===== src/rtl/ring_pkg.sv =====
// Shared definitions for the ring memory scheduler.
//   - ring slot type codes
//   - scheduler FSM state enum
//   - type remap helper for the drain path
package ring_pkg;

  localparam logic [3:0] SLOT_TOKEN = 4'd1;
  localparam logic [3:0] SLOT_ADDR  = 4'd2;
  localparam logic [3:0] SLOT_WDATA = 4'd3;
  localparam logic [3:0] SLOT_AREQ  = 4'd5;
  localparam logic [3:0] SLOT_NULL  = 4'd7;

  typedef enum logic [2:0] {
    IDLE, SEND_TOKEN, WAIT_TOKEN, WAIT_DATA, WAIT_Q, DRAIN
  } sched_state_t;

  // Address slots from remap-enabled queues go back on the ring as requests.
  function automatic logic [3:0] remap_type(input logic [3:0] t, input logic en);
    return (en && t == SLOT_ADDR) ? SLOT_AREQ : t;
  endfunction

endpackage


===== src/rtl/ring_mem_sched_if.sv =====
// Bus bundle for ring_mem_sched: ring in/out slots, drain-queue handshake
// and downstream write-data queue signals.
//   slave  : the scheduler side
//   master : the ring / queue / memory environment side
interface ring_mem_sched_if #(
  parameter int W         = 32,
  parameter int NQ        = 2,
  parameter int WPL       = 4,
  parameter int WDQ_DEPTH = 1024
);
  localparam int CW = $clog2(WDQ_DEPTH + 1);

  logic [W-1:0]        ringIn;
  logic [3:0]          slotTypeIn;
  logic [3:0]          srcDestIn;
  logic [W-1:0]        ringOut;
  logic [3:0]          slotTypeOut;
  logic [3:0]          srcDestOut;
  logic                inhibit;
  logic [NQ-1:0]       qEmpty;
  logic [NQ-1:0]       qWr;
  logic [NQ*(W+8)-1:0] qData;
  logic [NQ-1:0]       qRd;
  logic                wdWr;
  logic [WPL*W-1:0]    wdData;
  logic                wdRd;
  logic [CW-1:0]       wdqCount;
  logic                wdqAlmostFull;

  modport slave (
    input  ringIn, slotTypeIn, srcDestIn, inhibit, qEmpty, qWr, qData, wdRd,
    output ringOut, slotTypeOut, srcDestOut, qRd, wdWr, wdData, wdqCount, wdqAlmostFull
  );

  modport master (
    output ringIn, slotTypeIn, srcDestIn, inhibit, qEmpty, qWr, qData, wdRd,
    input  ringOut, slotTypeOut, srcDestOut, qRd, wdWr, wdData, wdqCount, wdqAlmostFull
  );
endinterface


===== src/rtl/ring_wd_assembler.sv =====
// Collects WriteData ring words into WPL-word lines and tracks occupancy of
// the downstream write-data queue.
//   word_valid/word : one ring word per WriteData slot
//   wd_wr/wd_data   : one-cycle line push, word 0 in LSBs
//   wd_rd           : downstream pop
//   wdq_count       : saturating occupancy count (0..WDQ_DEPTH)
module ring_wd_assembler #(
  parameter int W         = 32,
  parameter int WPL       = 4,
  parameter int WDQ_DEPTH = 1024,
  localparam int CW       = $clog2(WDQ_DEPTH + 1),
  localparam int PW       = (WPL > 1) ? $clog2(WPL) : 1
)(
  input  logic             clock,
  input  logic             resetB,
  input  logic             word_valid,
  input  logic [W-1:0]     word,
  input  logic             wd_rd,
  output logic             wd_wr,
  output logic [WPL*W-1:0] wd_data,
  output logic [CW-1:0]    wdq_count
);

  logic [WPL-1:0][W-1:0] words;
  logic [PW-1:0]         wcnt;
  logic                  last;

  assign last    = (int'(wcnt) == WPL - 1);
  assign wd_data = words;

  // Push fires the cycle after the last word lands, so the whole line is
  // visible while wd_wr is high even if the next line starts immediately.
  always_ff @(posedge clock or negedge resetB) begin
    if (!resetB) begin
      words <= '0;
      wcnt  <= '0;
      wd_wr <= 1'b0;
    end else begin
      wd_wr <= word_valid && last;
      if (word_valid) begin
        words[wcnt] <= word;
        wcnt        <= last ? '0 : wcnt + 1'b1;
      end
    end
  end

  always_ff @(posedge clock or negedge resetB) begin
    if (!resetB)
      wdq_count <= '0;
    else if (wd_wr && !wd_rd && int'(wdq_count) < WDQ_DEPTH)
      wdq_count <= wdq_count + 1'b1;
    else if (!wd_wr && wd_rd && wdq_count != '0)
      wdq_count <= wdq_count - 1'b1;
  end

endmodule


===== src/rtl/ring_mem_sched.sv =====
// Ring memory scheduler: issues tokens onto the ring, waits out the returned
// token's burst, then drains the per-queue slots back onto the ring. WriteData
// slots seen on the ring are assembled into lines for the write-data queue.
// Ports: clock, resetB (async, active low), bus (ring_mem_sched_if.slave).
// Build option: RING_MEM_SCHED_RR_EN selects round-robin drain grant;
// otherwise the lowest-index non-empty queue wins.
module ring_mem_sched
  import ring_pkg::*;
#(
  parameter int            W          = 32,
  parameter int            NQ         = 2,
  parameter int            WPL        = 4,
  parameter int            WDQ_DEPTH  = 1024,
  parameter int            WDQ_THRESH = 900,
  parameter logic [NQ-1:0] REMAP_MASK = NQ'(1)
)(
  input logic             clock,
  input logic             resetB,
  ring_mem_sched_if.slave bus
);

  localparam int QW = (NQ > 1) ? $clog2(NQ) : 1;
  localparam int EW = W + 8;

  sched_state_t  state;
  logic [7:0]    burst_cnt;
  logic [NQ-1:0] loaded;
  logic          go;
  logic          gnt_ok;
  logic [QW-1:0] gnt, gidx, rr;
  logic [EW-1:0] head;
  logic          unused_src;

  assign unused_src = ^bus.srcDestIn;
  assign go         = ~bus.inhibit & ~bus.wdqAlmostFull;

  always_ff @(posedge clock or negedge resetB) begin
    if (!resetB)
      burst_cnt <= '0;
    else if (bus.slotTypeIn == SLOT_TOKEN)
      burst_cnt <= bus.ringIn[7:0];
    else if (burst_cnt != '0)
      burst_cnt <= burst_cnt - 1'b1;
  end

  // A queue written during the burst may not show non-empty yet; remember it
  // so WAIT_Q can hold off until the FIFO catches up. Pop clears over push.
  always_ff @(posedge clock or negedge resetB) begin
    if (!resetB) loaded <= '0;
    else         loaded <= (loaded | bus.qWr) & ~bus.qRd;
  end

  // Grant search starts at rr (always 0 in fixed-priority builds).
  always_comb begin
    gnt_ok = 1'b0;
    gnt    = '0;
    gidx   = '0;
    for (int k = 0; k < NQ; k++) begin
      gidx = QW'((int'(rr) + k) % NQ);
      if (!gnt_ok && !bus.qEmpty[gidx]) begin
        gnt_ok = 1'b1;
        gnt    = gidx;
      end
    end
  end

`ifdef RING_MEM_SCHED_RR_EN
  always_ff @(posedge clock or negedge resetB) begin
    if (!resetB)
      rr <= '0;
    else if (state == DRAIN && gnt_ok)
      rr <= (int'(gnt) == NQ - 1) ? '0 : gnt + 1'b1;
  end
`else
  assign rr = '0;
`endif

  always_ff @(posedge clock or negedge resetB) begin
    if (!resetB) begin
      state <= IDLE;
    end else begin
      case (state)
        IDLE:       if (go) state <= SEND_TOKEN;
        SEND_TOKEN: state <= WAIT_TOKEN;
        WAIT_TOKEN: if (bus.slotTypeIn == SLOT_TOKEN) state <= WAIT_DATA;
        WAIT_DATA:
          if (burst_cnt == '0) begin
            if (|loaded)              state <= WAIT_Q;
            else if (!(&bus.qEmpty))  state <= DRAIN;
            else if (go)              state <= SEND_TOKEN;
            else                      state <= IDLE;
          end
        WAIT_Q:     if (&(~loaded | ~bus.qEmpty)) state <= DRAIN;
        DRAIN:      if (!gnt_ok) state <= go ? SEND_TOKEN : IDLE;
        default:    state <= IDLE;
      endcase
    end
  end

  // Slot injection is combinational so a grant goes out the same cycle.
  always_comb begin
    bus.slotTypeOut = SLOT_NULL;
    bus.ringOut     = '0;
    bus.srcDestOut  = '0;
    bus.qRd         = '0;
    head            = bus.qData[int'(gnt)*EW +: EW];
    case (state)
      SEND_TOKEN: bus.slotTypeOut = SLOT_TOKEN;
      DRAIN:
        if (gnt_ok) begin
          bus.qRd[gnt]    = 1'b1;
          bus.ringOut     = head[W-1:0];
          bus.slotTypeOut = remap_type(head[W+3:W], REMAP_MASK[gnt]);
          bus.srcDestOut  = head[W+7:W+4];
        end
      default: ;
    endcase
  end

  ring_wd_assembler #(.W(W), .WPL(WPL), .WDQ_DEPTH(WDQ_DEPTH)) u_wd (
    .clock      (clock),
    .resetB     (resetB),
    .word_valid (bus.slotTypeIn == SLOT_WDATA),
    .word       (bus.ringIn),
    .wd_rd      (bus.wdRd),
    .wd_wr      (bus.wdWr),
    .wd_data    (bus.wdData),
    .wdq_count  (bus.wdqCount)
  );

  assign bus.wdqAlmostFull = (int'(bus.wdqCount) > WDQ_THRESH);

endmodule


===== src/flat_wrapper.sv =====
// flat-port wrapper written by rule: the top's interface ports become plain ports
module ring_mem_sched_flat import ring_pkg::*;
#(
  parameter int            W          = 32,
  parameter int            NQ         = 2,
  parameter int            WPL        = 4,
  parameter int            WDQ_DEPTH  = 1024,
  parameter int            WDQ_THRESH = 900,
  parameter logic [NQ-1:0] REMAP_MASK = NQ'(1)
)
  (clock, resetB, bus_ringIn, bus_slotTypeIn, bus_srcDestIn, bus_inhibit, bus_qEmpty, bus_qWr, bus_qData, bus_wdRd, bus_ringOut, bus_slotTypeOut, bus_srcDestOut, bus_qRd, bus_wdWr, bus_wdData, bus_wdqCount, bus_wdqAlmostFull);
  ring_mem_sched_if #(.W(W), .NQ(NQ), .WPL(WPL), .WDQ_DEPTH(WDQ_DEPTH)) bus_i ();
  input logic clock;
  input logic resetB;
  input wire logic [$bits(bus_i.ringIn)-1:0] bus_ringIn;
  input wire logic [$bits(bus_i.slotTypeIn)-1:0] bus_slotTypeIn;
  input wire logic [$bits(bus_i.srcDestIn)-1:0] bus_srcDestIn;
  input wire logic [$bits(bus_i.inhibit)-1:0] bus_inhibit;
  input wire logic [$bits(bus_i.qEmpty)-1:0] bus_qEmpty;
  input wire logic [$bits(bus_i.qWr)-1:0] bus_qWr;
  input wire logic [$bits(bus_i.qData)-1:0] bus_qData;
  input wire logic [$bits(bus_i.wdRd)-1:0] bus_wdRd;
  output wire logic [$bits(bus_i.ringOut)-1:0] bus_ringOut;
  output wire logic [$bits(bus_i.slotTypeOut)-1:0] bus_slotTypeOut;
  output wire logic [$bits(bus_i.srcDestOut)-1:0] bus_srcDestOut;
  output wire logic [$bits(bus_i.qRd)-1:0] bus_qRd;
  output wire logic [$bits(bus_i.wdWr)-1:0] bus_wdWr;
  output wire logic [$bits(bus_i.wdData)-1:0] bus_wdData;
  output wire logic [$bits(bus_i.wdqCount)-1:0] bus_wdqCount;
  output wire logic [$bits(bus_i.wdqAlmostFull)-1:0] bus_wdqAlmostFull;
  assign bus_i.ringIn = bus_ringIn;
  assign bus_i.slotTypeIn = bus_slotTypeIn;
  assign bus_i.srcDestIn = bus_srcDestIn;
  assign bus_i.inhibit = bus_inhibit;
  assign bus_i.qEmpty = bus_qEmpty;
  assign bus_i.qWr = bus_qWr;
  assign bus_i.qData = bus_qData;
  assign bus_i.wdRd = bus_wdRd;
  assign bus_ringOut = bus_i.ringOut;
  assign bus_slotTypeOut = bus_i.slotTypeOut;
  assign bus_srcDestOut = bus_i.srcDestOut;
  assign bus_qRd = bus_i.qRd;
  assign bus_wdWr = bus_i.wdWr;
  assign bus_wdData = bus_i.wdData;
  assign bus_wdqCount = bus_i.wdqCount;
  assign bus_wdqAlmostFull = bus_i.wdqAlmostFull;
  ring_mem_sched #(.W(W), .NQ(NQ), .WPL(WPL), .WDQ_DEPTH(WDQ_DEPTH), .WDQ_THRESH(WDQ_THRESH), .REMAP_MASK(REMAP_MASK)) u_core (.clock(clock), .resetB(resetB), .bus(bus_i));
endmodule

===== config.mk =====
export PLATFORM = sky130hd
export DESIGN_NAME = ring_mem_sched_flat
export DESIGN_NICKNAME = d
export VERILOG_FILES = /design/src/rtl/ring_pkg.sv /design/src/rtl/ring_mem_sched_if.sv /design/src/rtl/ring_wd_assembler.sv /design/src/rtl/ring_mem_sched.sv /design/src/flat_wrapper.sv
export SDC_FILE = /design/constraint.sdc
export NUM_CORES = 1
export LEC_CHECK = 0
export BUFFER_PORTS_ARGS = -buffer_cell sky130_fd_sc_hd__buf_4
export CAP_MARGIN = 20
export CORE_MARGIN = 3
export CORE_UTILIZATION = 43
export CTS_BUF_LIST = sky130_fd_sc_hd__clkbuf_16
export DETAILED_ROUTE_END_ITERATION = 7
export HOLD_SLACK_MARGIN = 0.12
export PLACE_DENSITY = 0.76
export SYNTH_ARGS = -nofsm -noshare
export SYNTH_HDL_FRONTEND = slang
export SYNTH_HIERARCHICAL = 1
export SYNTH_SLANG_ARGS = --single-unit

===== constraint.sdc =====
create_clock -name clock -period 2.6 [get_ports clock]
set_clock_uncertainty 0.2 [all_clocks]
set_input_delay 0.13 -clock clock [delete_from_list [all_inputs] [get_ports clock]]
set_output_delay 0.13 -clock clock [all_outputs]
set_load 0.03 [all_outputs]

==> metrics.md, run 1 <==
| Metric | Value |
|---|---|
| Status | finished clean |
| First-pass GRT wire length | 35.4 mm |
| Final Setup Violations | 0 |
| P_int | 7.83 mW |
| Main combinational cell family by area after synthesis | multiplexers |
| Crit path launch type | primary input |
| Post-synth ARST share | 100% |
| Critical path class | primary input to flip-flop |
| Leakage power | between 5 and 6 nW |
| VDD IR max | a little under 0.8 mV |
| Mux cell area share after synthesis | 20.9% |
| Slew Limit Headroom | ~60% |
| WL/cell | 20.5 µm |
| Worst r2r src | u_core/u_wd/wdq_count[10]$_DFFE_PN0P_ |
| Inst Count DP | 1062 |
| Initial core utilization | 44.5% |
| Hold_sp | bus_slotTypeIn[3] |
| Top cell type's share of synthesized area | 54.3% |
| Synthesized cell area | approximately 7100 µm² |
| Yosys cell types | 59 |
| Net Sw Frac | 41.7% |
| Vias per Instance | 5.32 |
| Tcrit/Tclk final | 97.8% |
| Synth top cells by count | dfrtp_1, mux2_2, a22o_1, nand2_1 |
| Via count | 6161 |
| Largest net degree at the start of global routing | 66 |
| Core area | 16100 µm² |
| Sequential share of power | 31.9% |
| # DRC | 0 |
| Seq/Total Area, Yosys | 54.3% |
| Final WL | 23.8 mm |
| CP required | approximately 2.8 ns |
| Synth Area in Adders | approximately 2.9% |
| Final ANT Viol Nets | 0 |
| CTS root buf | clkbuf_16 |
| Num CTS Buffers | 17 |
| Yosys warns | 6 |
| Main synth FF type | dfrtp_1 |
| Syn-to-layout area delta | 54.8% |
| Maxcap violations | 0 |
| Minimum clock period | 2.54 ns |
| Synth area leaders | dfrtp_1, mux2_2, a22o_1 |
| GRT Total Usage | 25.3% |
| Syn Inst Count | 545 |
| # IOs | 311 |
| NumNets Final | 1071 |
| Clk_lat worst skew | about 0.42 ns |
| Final TNS setup | 0 ns |
| Post-synth EDFFs | 0 |
| GRT overflow | 0 |
| Final Wtd Congestion | 0.871 |
| DR pass1 iterations | 4 |
| CP arrival | 2.70 ns |
| Filler Cell Count | 1110 |
| Syn Nets | 689 |
| FP Rows | 46 |
| Die area | about 18000 µm² |
| Clock Path Buffers | 2 |
| Seq cells post-synth | 155 |
| Final Hold Violating Endpoints | 0 |
| Slew Viols, Final | 0 |
| Clk sinks | 155 |
| Synth Area in Simple Gates | under 10% |
| Proportion of power drawn by the clock network | 19.6% |
| Synthesized area per cell | 13.1 µm² |
| Worst-Margin Slew | 0.603 ns |
| Post-Synth XOR/XNOR Area | 1.23% |
| Post-Route Utilization | 68.8% |
| Count leader, synth | dfrtp_1 |
| Gate power share | 48.5% |
| Leading area contributor after synthesis | dfrtp_1 |
| Ratio of cells with drive above 1 in the final layout | between 50% and 60% |
| Initial drt markers | 244 |
| Worst Setup SP | bus_slotTypeIn[2] |
| Endpoint class of the critical path | flip-flop |
| Final HPWL DP | 17.1 mm |
| Port buffer count | 306 |
| HP Class | primary input to flip-flop |
| CTS tree | yes |
| Htree depth | 4 |
| Number of global-route vias before repair | 6362 |
| Final cell count without fillers | around 1200 |
| Antenna violations before repair | 2 |
| Pwr Density | 1220 nW/µm² |
| Clk slew on worst S/H paths | 0.06 ns |
| RSZ-0062 raised after global routing | false |
| Die Height | roughly 130 µm |
| Psw | 5.60 mW |
| F_max | 393 MHz |
| Synth Area in Compound Gates | 10.3% |
| Max FO, Critical Path | 12 |
| Die Wd | 135 µm |
==> cell type report <==
class                      count  area (µm²)  share of cell area, %
clock inverter                15         205                   1.86
sequential                   155        3880                   35.1
timing repair buffer         391        3130                   28.3
multi-input combinational    353        3100                   28.1
clock buffer                  17         425                   3.85
inverter                       9        33.8                  0.306
antenna                        2        5.00                 0.0453
tap                          216         270                   2.45
==> layer usage <==
| layer | up-vias | wire, µm | global-route usage [%] |
|---|---|---|---|
| li1 | 2766 | - | - |
| met1 | 3069 | 8110 | 25.2 |
| met2 | 281 | 12900 | 47.1 |
| met3 | 45 | 2020 | 8.90 |
| met4 | 0 | 765 | 11.3 |
| met5 | - | 0 | 0 |
==> path summary, 6_finish.rpt <==
check / endpoint / slack (ns) / cells past startpoint
min in group asynchronous: u_core/u_wd/wd_data[77]$_DFFE_PN0P_ / 0.60 / 3
max in group asynchronous: u_core/u_wd/wd_data[27]$_DFFE_PN0P_ / 0.79 / 4
min: u_core/burst_cnt[3]$_DFFE_PN0P_ / 0.17 / 4
max: u_core/burst_cnt[0]$_DFFE_PN0P_ / 0.06 / 8
min reg2reg: u_core/u_wd/wd_data[10]$_DFFE_PN0P_ / 0.31 / 1
max reg2reg: u_core/u_wd/wdq_count[8]$_DFFE_PN0P_ / 0.07 / 8
==> what timing repair did <==
action / in CTS / in global routing
pin swaps: 1 / 2
hold buffers: 59 / 2
resized for setup: 0 / 9
setup buffers: 0 / 1
endpoints found under the hold margin: 301 / 1
endpoints found under the setup margin: 1 / 36
==> flip-flops by register name, summed over array words and instances, names as in the netlist <==
name	count
u_core/u_wd/wd_wr	1
u_core/loaded	2
u_core/u_wd/wcnt	2
u_core/u_wd/wd_data	128
u_core/u_wd/wdq_count	11
u_core/burst_cnt	8
u_core/state	3
==> per-stage QoR <==
step | total power, mW | worst slack [ns] | cell area (µm²) | hold WS, ns
final | 13.4 | 0.0563 | 11100 | 0.174
after global routing | 14.1 | 0.00522 | 11100 | 0.199
after CTS | 13.4 | 0.00602 | 11000 | 0.156
after detailed placement | 10.6 | 0.00473 | 9770 | -0.0392
after global placement | 10.3 | 0.171 | 9770 | -0.0523
after floorplan | 7.98 | 0.0203 | 7150 | -0.366
==> critical path, cell delays in order <==
cell	delay, ns
dlygate4sd3_1	0.54
buf_4	0.15
nor4b_4	0.39
buf_6	0.20
nand2_1	0.06
dlygate4sd3_1	0.56
o21ai_1	0.09
dlygate4sd3_1	0.57
==> cell usage in the layout, fill, tap and decap left out, drive strengths merged, types with 9 or more instances in the layout <==
cell type	count
dfrtp	155
a22o	37
inv	17
nor3	9
dlygate4sd3	61
ha	15
buf	330
mux2	131
o21ai	22
clkbuf	17
nor2	23
nand2	28
==> cells by family after synthesis <==
logic type | Yosys count
compound gates | 96
xor+xnor | 10
fa+ha+maj | 16
buf+inv | 37
flops | 155
mux | 133
simple gates | 98
==> power groups by stage <==
stage / sequential [mW] / combinational [mW] / clock (mW)
after CTS: 4.27 / 6.45 / 2.68
after global placement: 4.20 / 6.13 / 0
after detailed placement: 4.28 / 6.31 / 0
after global routing: 4.41 / 6.86 / 2.80
after floorplan: 6.17 / 1.81 / 0
final: 4.28 / 6.52 / 2.63
Power figures use the tool's default switching activity.
==> run 2, diff against run 1 <==
Settings changed: PLACE_DENSITY 0.76 to 0.77, SYNTH_HIERARCHICAL 1 to default.
==> metrics.md, run 2 <==
| Metric | Value |
|---|---|
| Crit path launch type | flip-flop |
| Failing checks | negative setup slack |
| Tcrit/Tclk final | 101% |
| Critical path class | flip-flop to flip-flop |
| VDD IR max | 0.876 mV |
| Final Setup Violations | 1 |
| Post-route worst setup slack | -0.0202 ns |
| Num CTS Buffers | 17 |
| Worst r2r src | u_core.u_wd.wdq_count[10]$_DFFE_PN0P_ |
| RSZ-0062 raised after global routing | true |
| Multi-input logic area | 2960 µm² |
| Vias per Instance | roughly 5.2 |
| Final cell count without fillers | 1125 |
| Reg2Reg Depth | 9 |
| Seq/Total Area, Yosys | 55.8% |
| Max reg flops | 128 |
| Syn Nets | 671 |
| Synth top cells by count | dfrtp_1, mux2_2, a22o_1, nand2_1, o21ai_0 |
| Leading area contributor after synthesis | dfrtp_1 |
| Minimum clock period | 2.62 ns |
| Final ANT Viol Nets | 0 |
| Top cell type's share of synthesized area | 55.8% |
| Setup Slack @ Placement | -0.0273 ns |
| Reg area | 3880 µm² |
| GRT Total Usage | 25.2% |
| Ratio of cells with drive above 1 in the final layout | between 50% and 60% |
| Hold Path Depth | 1 |
| First-pass GRT wire length | 34.9 mm |
| Clock Path Buffers | 2 |
| Most common cell after layout, fill and taps aside | buf_4 |
| # DRC | 0 |
| WL/cell | 20.3 µm |
| Initial drt markers | 254 |
| Antenna Cells | 0 |
| F_max | approximately 380 MHz |
| Count leader, synth | dfrtp_1 |
| Hold slack | 0.306 ns |
| Max FO, Critical Path | 4 |
| Core area | around 15000 µm² |
| Synthesized area per cell | 13.2 µm² |
| Antenna violations before repair | 0 |
| GRT overflow | 0 |
| CTS tree | yes |
| Synth area leaders | dfrtp_1, mux2_2, a22o_1 |
| Slew Limit Headroom | between 60% and 70% |
| Final WL | 22.9 mm |
| Die Wd | about 130 µm |
| Post-synth ARST share | between 90% and 100% |
| Clk slew on worst S/H paths | around 0.070 ns |
| HP Class | flip-flop to flip-flop |
| Main synth FF type | dfrtp_1 |
| CP required | approximately 2.7 ns |
| Yosys cell types | 47 |
| Die Height | 133 µm |
| Worst reg2reg endpoint | u_core.u_wd.wdq_count[10]$_DFFE_PN0P_ |
| NumNets Final | ~1000 |
| Clk sinks | 155 |
| Htree depth | 4 |
| # IOs | 311 |
| Endpoint class of the critical path | flip-flop |
| CTS root buf | clkbuf_16 |
| Seq cells post-synth | 155 |
| Syn-to-layout area delta | 55.0% |
| Worst-Margin Slew | 0.556 ns |
| Final Hold Violating Endpoints | 0 |
| Via count | between 5000 and 6000 |
| Worst Hold Path EP | u_core.u_wd.wd_data[65]$_DFFE_PN0P_ |
| DR pass1 iterations | 4 |
| Final HPWL DP | 16.6 mm |
| Commonest cells after routing, fill and taps aside | buf_4, dfrtp_1, mux2_2, dlygate4sd3_1, a22o_1 |
| Synthesized cell area | 6950 µm² |
| Final Wtd Congestion | 0.933 |
| FP Rows | between 40 and 50 |
| Filler Cell Count | between 1000 and 1500 |
| Yosys warns | 0 |
| Clk_lat worst skew | 0.42 ns |
| Maxcap violations | 0 |
| Status | finished with violations |
| Leakage power | 5.34 nW |
| Reg2Reg Setup Slack | -0.02 ns |
| Syn Inst Count | 528 |
| Die area | roughly 18000 µm² |
| CP arrival | 2.75 ns |
| Inst Count DP | roughly 1000 |
| Largest net degree at the start of global routing | 59 |
| Slew Viols, Final | 0 |
| Pwr Density | between 1000 and 1500 nW/µm² |
| Post-synth EDFFs | 0 |
| Number of global-route vias before repair | approximately 6300 |
| Port buffer count | 306 |
| Hold_sp | u_core.u_wd.wd_data[65]$_DFFE_PN0P_ |
| Initial core utilization | about 45% |
[run 2: metrics by stage]
step / power, mW / utilization [%] / TNS, ns / area (µm²)
2_1_floorplan: 8.21 / - / -0.160 / 6970
3_3_place_gp: 10.6 / 62.0 / 0 / 9600
3_5_place_dp: 10.9 / 62.0 / -0.0273 / 9600
4_1_cts: 13.6 / 69.3 / 0 / 10700
5_1_grt: 14.3 / 69.6 / -0.236 / 10800
6_report: 13.6 / 69.6 / -0.0202 / 10800
[run 2: worst max path at each step]
stage,endpoint,from,cells after the start
final,u_core.u_wd.wdq_count[10]$_DFFE_PN0P_,u_core.u_wd.wdq_count[10]$_DFFE_PN0P_,9
after global routing,u_core.u_wd.wdq_count[10]$_DFFE_PN0P_,u_core.u_wd.wdq_count[10]$_DFFE_PN0P_,8
after CTS,bus_ringOut[6],u_core.state[0]$_DFFE_PN0P_,6
after detailed placement,u_core.u_wd.wdq_count[9]$_DFFE_PN0P_,u_core.u_wd.wdq_count[10]$_DFFE_PN0P_,9
after global placement,u_core.u_wd.wdq_count[9]$_DFFE_PN0P_,u_core.u_wd.wdq_count[10]$_DFFE_PN0P_,9
after floorplan,u_core.u_wd.wdq_count[10]$_DFFE_PN0P_,u_core.u_wd.wdq_count[10]$_DFFE_PN0P_,8
[run 2: layer usage]
metal,part of all wire (%),vias up,global-route usage [%],routed length [µm]
met2,52,253,45.6,11800
met3,7.7,41,8.19,1760
met4,3.6,0,10.5,831
met5,0,-,0,0
met1,37,2859,27.0,8500
li1,-,2670,-,-
[run 2: kinds of logic after synthesis]
kind of cell | count (synthesis) | share of synthesized area [%]
compound gates | 97 | 10.5
xor+xnor | 13 | 1.64
fa+ha+maj | 15 | 2.81
buf+inv | 37 | 2.37
flops | 155 | 55.8
mux | 129 | 20.9
simple gates | 82 | 6.06
[run 2: what timing repair did]
action,in CTS,in global routing
hold buffers,52,0
setup buffers,0,2
resized for setup,2,9
pin swaps,0,2
endpoints found under the hold margin,298,0
setup endpoints to repair,11,36
[run 2: where the power goes]
group	switching (mW)	internal, mW
Sequential	0.806	3.53
Clock	1.05	1.53
Combinational	3.86	2.86
Total	5.72	7.92
[run 2: final cells by class]
class	count	area share, %
tap	211	2.45
timing repair buffer	381	28.1
clock inverter	15	1.72
inverter	10	0.348
sequential	155	36.0
clock buffer	17	3.95
multi-input combinational	336	27.5
[run 2: worst max-delay path, stage by stage, from the launching register on]
cell and delay, ns:
dfrtp_2 0.41, nand3b_1 0.28, buf_4 0.23, ha_1 0.31
nand2_1 0.11, o21ai_2 0.09, a2111oi_4 0.43, o31ai_2 0.13
a211oi_2 0.21, xnor2_1 0.15
